File: config.mk
export PLATFORM = sky130hd
export DESIGN_NAME = mem_island_rsp_buffer
export DESIGN_NICKNAME = d
export VERILOG_FILES = /design/src/rtl/mem_island_rsp_buffer.sv
export SDC_FILE = /design/constraint.sdc
export NUM_CORES = 1
export LEC_CHECK = 0
export CAP_MARGIN = 20
export CORE_MARGIN = 2
export CORE_UTILIZATION = 55
export DETAILED_ROUTE_END_ITERATION = 8
export DONT_BUFFER_PORTS = 1
export PLACE_DENSITY = 0.73
export SETUP_SLACK_MARGIN = 0.4
export SLEW_MARGIN = 15
export SYNTH_ARGS = -nofsm -noshare
export SYNTH_HDL_FRONTEND = slang
export SYNTH_SLANG_ARGS = --single-unit
File: constraint.sdc
create_clock -name clk_i -period 4.1 [get_ports clk_i]
set_input_delay 0.615 -clock clk_i [delete_from_list [all_inputs] [get_ports clk_i]]
set_output_delay 0.615 -clock clk_i [all_outputs]
set_load 0.05 [all_outputs]
File: src/rtl/mem_island_rsp_buffer.sv
// Credit-limited request throttle and no-backpressure response FIFO between a
// converter memory port and one memory island port.
module mem_island_rsp_buffer #(
  parameter int AddrWidth      = 32,
  parameter int DataWidth      = 64,
  parameter int MaxOutstanding = 4,
  parameter int FallThrough    = 0,
  localparam int CntW  = $clog2(MaxOutstanding + 1),
  localparam int StrbW = DataWidth / 8
) (
  input  logic                 clk_i,
  input  logic                 rst_i,
  input  logic                 up_req_i,
  output logic                 up_gnt_o,
  input  logic [AddrWidth-1:0] up_addr_i,
  input  logic                 up_we_i,
  input  logic [DataWidth-1:0] up_wdata_i,
  input  logic [StrbW-1:0]     up_strb_i,
  output logic                 up_rvalid_o,
  input  logic                 up_rready_i,
  output logic [DataWidth-1:0] up_rdata_o,
  output logic                 mem_req_o,
  input  logic                 mem_gnt_i,
  output logic [AddrWidth-1:0] mem_addr_o,
  output logic                 mem_we_o,
  output logic [DataWidth-1:0] mem_wdata_o,
  output logic [StrbW-1:0]     mem_strb_o,
  input  logic                 mem_rvalid_i,
  input  logic [DataWidth-1:0] mem_rdata_i,
  output logic [CntW-1:0]      outstanding_o,
  output logic                 err_o
);

  localparam int PtrW = (MaxOutstanding > 1) ? $clog2(MaxOutstanding) : 1;
  localparam logic [CntW:0]   MaxTotal = (CntW + 1)'(MaxOutstanding);
  localparam logic [PtrW-1:0] LastPtr  = PtrW'(MaxOutstanding - 1);

  function automatic logic [PtrW-1:0] ptr_inc(input logic [PtrW-1:0] p);
    return (p == LastPtr) ? '0 : p + PtrW'(1);
  endfunction

  logic [CntW-1:0]      inflight_q, inflight_d;
  logic [CntW-1:0]      fifo_cnt_q, fifo_cnt_d;
  logic [PtrW-1:0]      wptr_q, wptr_d;
  logic [PtrW-1:0]      rptr_q, rptr_d;
  logic                 err_q, err_d;
  logic [DataWidth-1:0] fifo_mem [MaxOutstanding];

  logic [CntW:0] total;
  logic          credit_ok;
  logic          fifo_empty;
  logic          rsp_ok;
  logic          bypass;
  logic          push;
  logic          pop;

  assign total      = {1'b0, inflight_q} + {1'b0, fifo_cnt_q};
  assign credit_ok  = (total < MaxTotal) && !rst_i;
  assign fifo_empty = (fifo_cnt_q == '0);
  assign rsp_ok     = mem_rvalid_i && (inflight_q != '0);
  // A fall-through response consumed in the same cycle never occupies a slot.
  assign bypass     = (FallThrough != 0) && fifo_empty && up_rready_i && rsp_ok;
  assign push       = rsp_ok && !bypass;
  assign pop        = !fifo_empty && up_rready_i;

  assign mem_req_o   = up_req_i && credit_ok;
  assign up_gnt_o    = mem_req_o && mem_gnt_i;
  assign mem_addr_o  = up_addr_i;
  assign mem_we_o    = up_we_i;
  assign mem_wdata_o = up_wdata_i;
  assign mem_strb_o  = up_strb_i;

  assign up_rvalid_o   = !fifo_empty || ((FallThrough != 0) && rsp_ok);
  assign up_rdata_o    = (!fifo_empty || (FallThrough == 0)) ? fifo_mem[rptr_q] : mem_rdata_i;
  assign outstanding_o = total[CntW-1:0];
  assign err_o         = err_q;

  always_comb begin
    inflight_d = inflight_q;
    fifo_cnt_d = fifo_cnt_q;
    wptr_d     = wptr_q;
    rptr_d     = rptr_q;
    err_d      = err_q;
    case ({up_gnt_o, rsp_ok})
      2'b10:   inflight_d = inflight_q + CntW'(1);
      2'b01:   inflight_d = inflight_q - CntW'(1);
      default: inflight_d = inflight_q;
    endcase
    case ({push, pop})
      2'b10:   fifo_cnt_d = fifo_cnt_q + CntW'(1);
      2'b01:   fifo_cnt_d = fifo_cnt_q - CntW'(1);
      default: fifo_cnt_d = fifo_cnt_q;
    endcase
    if (push) wptr_d = ptr_inc(wptr_q);
    if (pop)  rptr_d = ptr_inc(rptr_q);
    if (mem_rvalid_i && (inflight_q == '0)) err_d = 1'b1;
  end

  always_ff @(posedge clk_i) begin
    if (rst_i) begin
      inflight_q <= '0;
      fifo_cnt_q <= '0;
      wptr_q     <= '0;
      rptr_q     <= '0;
      err_q      <= 1'b0;
    end else begin
      inflight_q <= inflight_d;
      fifo_cnt_q <= fifo_cnt_d;
      wptr_q     <= wptr_d;
      rptr_q     <= rptr_d;
      err_q      <= err_d;
    end
  end

  // Storage is data only; validity is tracked solely by the counters above.
  always_ff @(posedge clk_i) begin
    if (push) fifo_mem[wptr_q] <= mem_rdata_i;
  end

endmodule

==> summary.md <==
| Metric | Value |
|---|---|
| Register area | `slightly below 0.008 mm^2` |
| Critical path endpoint category | `output pin` |
| Unique masters post-synth | `25` |
| Leakage | `between 0.003 and 0.004 uW` |
| Initial antenna violation count | `0` |
| Compound-Gate Fraction of Synth Area | `less than 1%` |
| Clock power share | `30.0%` |
| Drt first pass iters | `4` |
| Worst-Skew Late Latency | `between 500 and 600 ps` |
| Syn_nets | `709` |
| Starting density of the core | `55.8%` |
| Actual slew at the worst max-slew pin | `just over 1000 ps` |
| Grt met3 use | `approximately 13%` |
| RSZ-0062 raised after global routing | `no` |
| Die height | `roughly 140 um` |
| Sequential fraction of the synthesis area | `approximately 74%` |
| Internal Pwr Total | `5030 uW` |
| # hold bufs at CTS | `0` |
| Row count | `between 50 and 60` |
| Placer's final routability congestion estimate | `0.825` |
| Mux share of post-synthesis cell area | `~14%` |
| Input/output buffers | `0` |
| Post-CTS setup buffer count | `0` |
| Sequential share of power | `a little under half` |
| CP Class | `reg -> out` |
| Nets | `just over 600` |
| TritonCTS Sinks | `between 200 and 300` |
| Hold/Removal Path Class | `in -> reg` |
| Fin. max-slew vios | `0` |
| Syn Std Cell Area | `roughly 0.011 mm^2` |
| I/O pins | `approximately 350` |
| Peak VDD IR | `slightly below 0.3 mV` |
| Die area | `roughly 0.021 mm^2` |
| Dpl hpwl | `approximately 14000 um` |
| Worst hold slack | `158 ps` |
| Max-cap violations | `0` |
| CP cell instances | `ha_1 > fa_1 > xor2_1 > buf_4 > a2111oi_2 > and2_1` |
| Mean routed wirelength per cell | `approximately 29 um` |
| Crit-path max FO | `5` |
| Arr. time, crit path | `approximately 2800 ps` |
| Most Used Layer, Global Route | `met2` |
| Synth Area in XOR/XNOR | `0.406%` |
| CTS tree | `yes` |
| Post-route clock period utilization | `a little over four fifths` |
| Mean Syn Cell Area | `20.7 um^2` |
| First-pass GRT wire length | `29700 um` |
| Diode count | `0` |
| Vias per cell | `5.94` |
| Yosys warns | `0` |
| Die W | `around 140 um` |
| Slowest stage cell, crit path | `and2_1` |
| CP Launch Type | `register` |
| Layout cells sized above 1 | `24.6%` |
| Largest family of logic cells by synthesized area | `multiplexers` |
| Critical Path RT | `3480 ps` |
| Fin crit period | `~3400 ps` |
| DR iter-0 viols | `211` |
| Synth Register Bits | `around 270` |
| Num CTS Buffers | `26` |
| Synth Area in Adders | `~1.7%` |
| Total wire length | `about 21000 um` |
| Sw power | `about 2400 uW` |
| GR Overflow Total | `0` |
| Longest Clk Path Bufs | `3` |
| Max frequency | `between 0.2 and 0.3 GHz` |
| Root Driver | `clkbuf_16` |
| Synth-to-layout area growth | `2.74%` |
| Number of remaining DRC errors | `0` |
| R2R depth | `12` |
| H-tree depth | `1` |
| Vias | `4256` |
| Final hold vios | `0` |
| Clk slew on worst S/H paths | `about 60 ps` |
| Routed Antenna Nets | `0` |
| Grt met2 use | `approximately a third` |
| Multi-input logic area | `roughly 0.0019 mm^2` |
| Sw Ratio | `32.4%` |
| Fill cell count | `roughly 1400` |
| Commonest non-fill, non-tap cell in the layout | `edfxtp_1` |
| Status | `complete, no violations` |
| Largest net degree at the start of global routing | `65` |
| Core box area | `0.0193 mm^2` |
| PD cells | `671 mW/mm^2` |
| # setup viols final | `0` |
| Resized Gates After CTS | `0` |
| Commonest cells after routing, fill and taps aside | `edfxtp_1 (256), mux4_2 (64), clkbuf_16 (27)` |
| Worst Clk Skew | `18.7 ps` |
| Vias in the first global route | `between 4000 and 5000` |
| Largest stage delay, worst path | `530 ps` |
| Relative slew slack | `between 30% and 40%` |
| Simple-Gate Fraction of Synth Area | `1.09%` |
| Synth Instances | `521` |
| Met1 global-route usage | `20.0%` |
| Setup TNS | `0 ps` |
| Hold depth | `1` |
| Gr usage total | `approximately 20%` |
| Combinational share of power | `between 20% and 30%` |
-- kinds of logic after synthesis --
logic type	after synthesis
flops	269
buf+inv	131
mux	66
simple gates	24
compound gates	13
fa+ha+maj	13
xor+xnor	5
-- metrics by stage --
| stage | setup WS, ps | cell area (um^2) | std cells | utilization (%) | power, uW |
|---|---|---|---|---|---|
| final | 660 | 11100 | 716 | 57.3 | 7440 |
| after global routing | 571 | 11100 | 716 | 57.3 | 7690 |
| after CTS | 627 | 11100 | 716 | 57.3 | 7520 |
| after detailed placement | 1100 | 10300 | 668 | 53.1 | 5290 |
| after global placement | 1290 | 10300 | 668 | 53.1 | 5250 |
| after floorplan | 415 | 10800 | 521 | - | 5350 |
-- sequential cells by signal, summed over array words and instances (netlist names), named ones only --
signal / cells
rptr_q: 2
fifo_mem: 256
inflight_q: 3
wptr_q: 2
fifo_cnt_q: 3
err_o: 1
-- cell type report --
cell class / count / share of cell area, %
Sequential cell: 269 / 71.8
Multi-Input combinational cell: 121 / 17.2
Clock buffer: 37 / 6.98
Tap cell: 265 / 2.99
Clock inverter: 11 / 0.440
Inverter: 10 / 0.339
Timing Repair Buffer: 3 / 0.316
-- worst max-delay path, delay by kind of cell, from the launching register on --
| family | cells | cell delay (ps) |
|---|---|---|
| AND/OR/NAND/NOR | 1 | 530 |
| XOR/XNOR | 1 | 170 |
| buffers and inverters | 1 | 200 |
| flip-flops | 1 | 370 |
| AO/OA/AOI/OAI | 1 | 410 |
| adder cells (fa/ha/maj) | 2 | 630 |
-- power by group through the flow --
| stage | Combinational, uW | Sequential [uW] | Clock, uW |
|---|---|---|---|
| finish | 1810 | 3400 | 2230 |
| global route | 1880 | 3430 | 2380 |
| CTS | 1830 | 3410 | 2280 |
| detailed placement | 1830 | 3460 | 0 |
| global placement | 1810 | 3450 | 0 |
| floorplan | 1960 | 3390 | 0 |
-- metal layers --
| layer | share of wire [%] | vias up |
|---|---|---|
| met5 | 0.33 | - |
| met4 | 2.6 | 2 |
| met3 | 17 | 47 |
| met2 | 51 | 285 |
| met1 | 29 | 2157 |
| li1 | - | 1765 |
-- worst paths after layout --
kind                                                 start                    endpoint  slack [ps]
worst max-delay path            inflight_q[0]$_SDFFE_PP0P_                    up_gnt_o         660
worst min register to register      rptr_q[0]$_SDFFE_PP0P_                    register         540
worst min-delay path                                 rst_i  inflight_q[1]$_SDFFE_PP0P_         160
worst max register to register  inflight_q[0]$_SDFFE_PP0P_  inflight_q[2]$_SDFFE_PP0P_        1110
-- Yosys cell counts (all sizes together) --
| cell type | n | area (um^2) |
|---|---|---|
| and2 | 5 | 31.3 |
| buf | 119 | 902 |
| nand2 | 3 | 11.3 |
| o31ai | 2 | 15.0 |
| ha | 10 | 125 |
| fa | 3 | 60.1 |
| a2111oi | 1 | 15.0 |
| xor2 | 5 | 43.8 |
| nor3 | 2 | 10.0 |
| or3 | 4 | 25.0 |
| nor2 | 9 | 33.8 |
| clkbuf | 2 | 8.75 |
| a21o | 1 | 7.51 |
| inv | 10 | 37.5 |
| o21ai | 2 | 10.0 |
| mux4 | 64 | 1440 |
| o31a | 1 | 8.76 |
| a21oi | 6 | 30.0 |
| nand2b | 1 | 6.26 |
| dfxtp | 13 | 260 |
| edfxtp | 256 | 7690 |
| mux2i | 2 | 20.0 |
No activity file was read; power rests on OpenSTA's default activity.
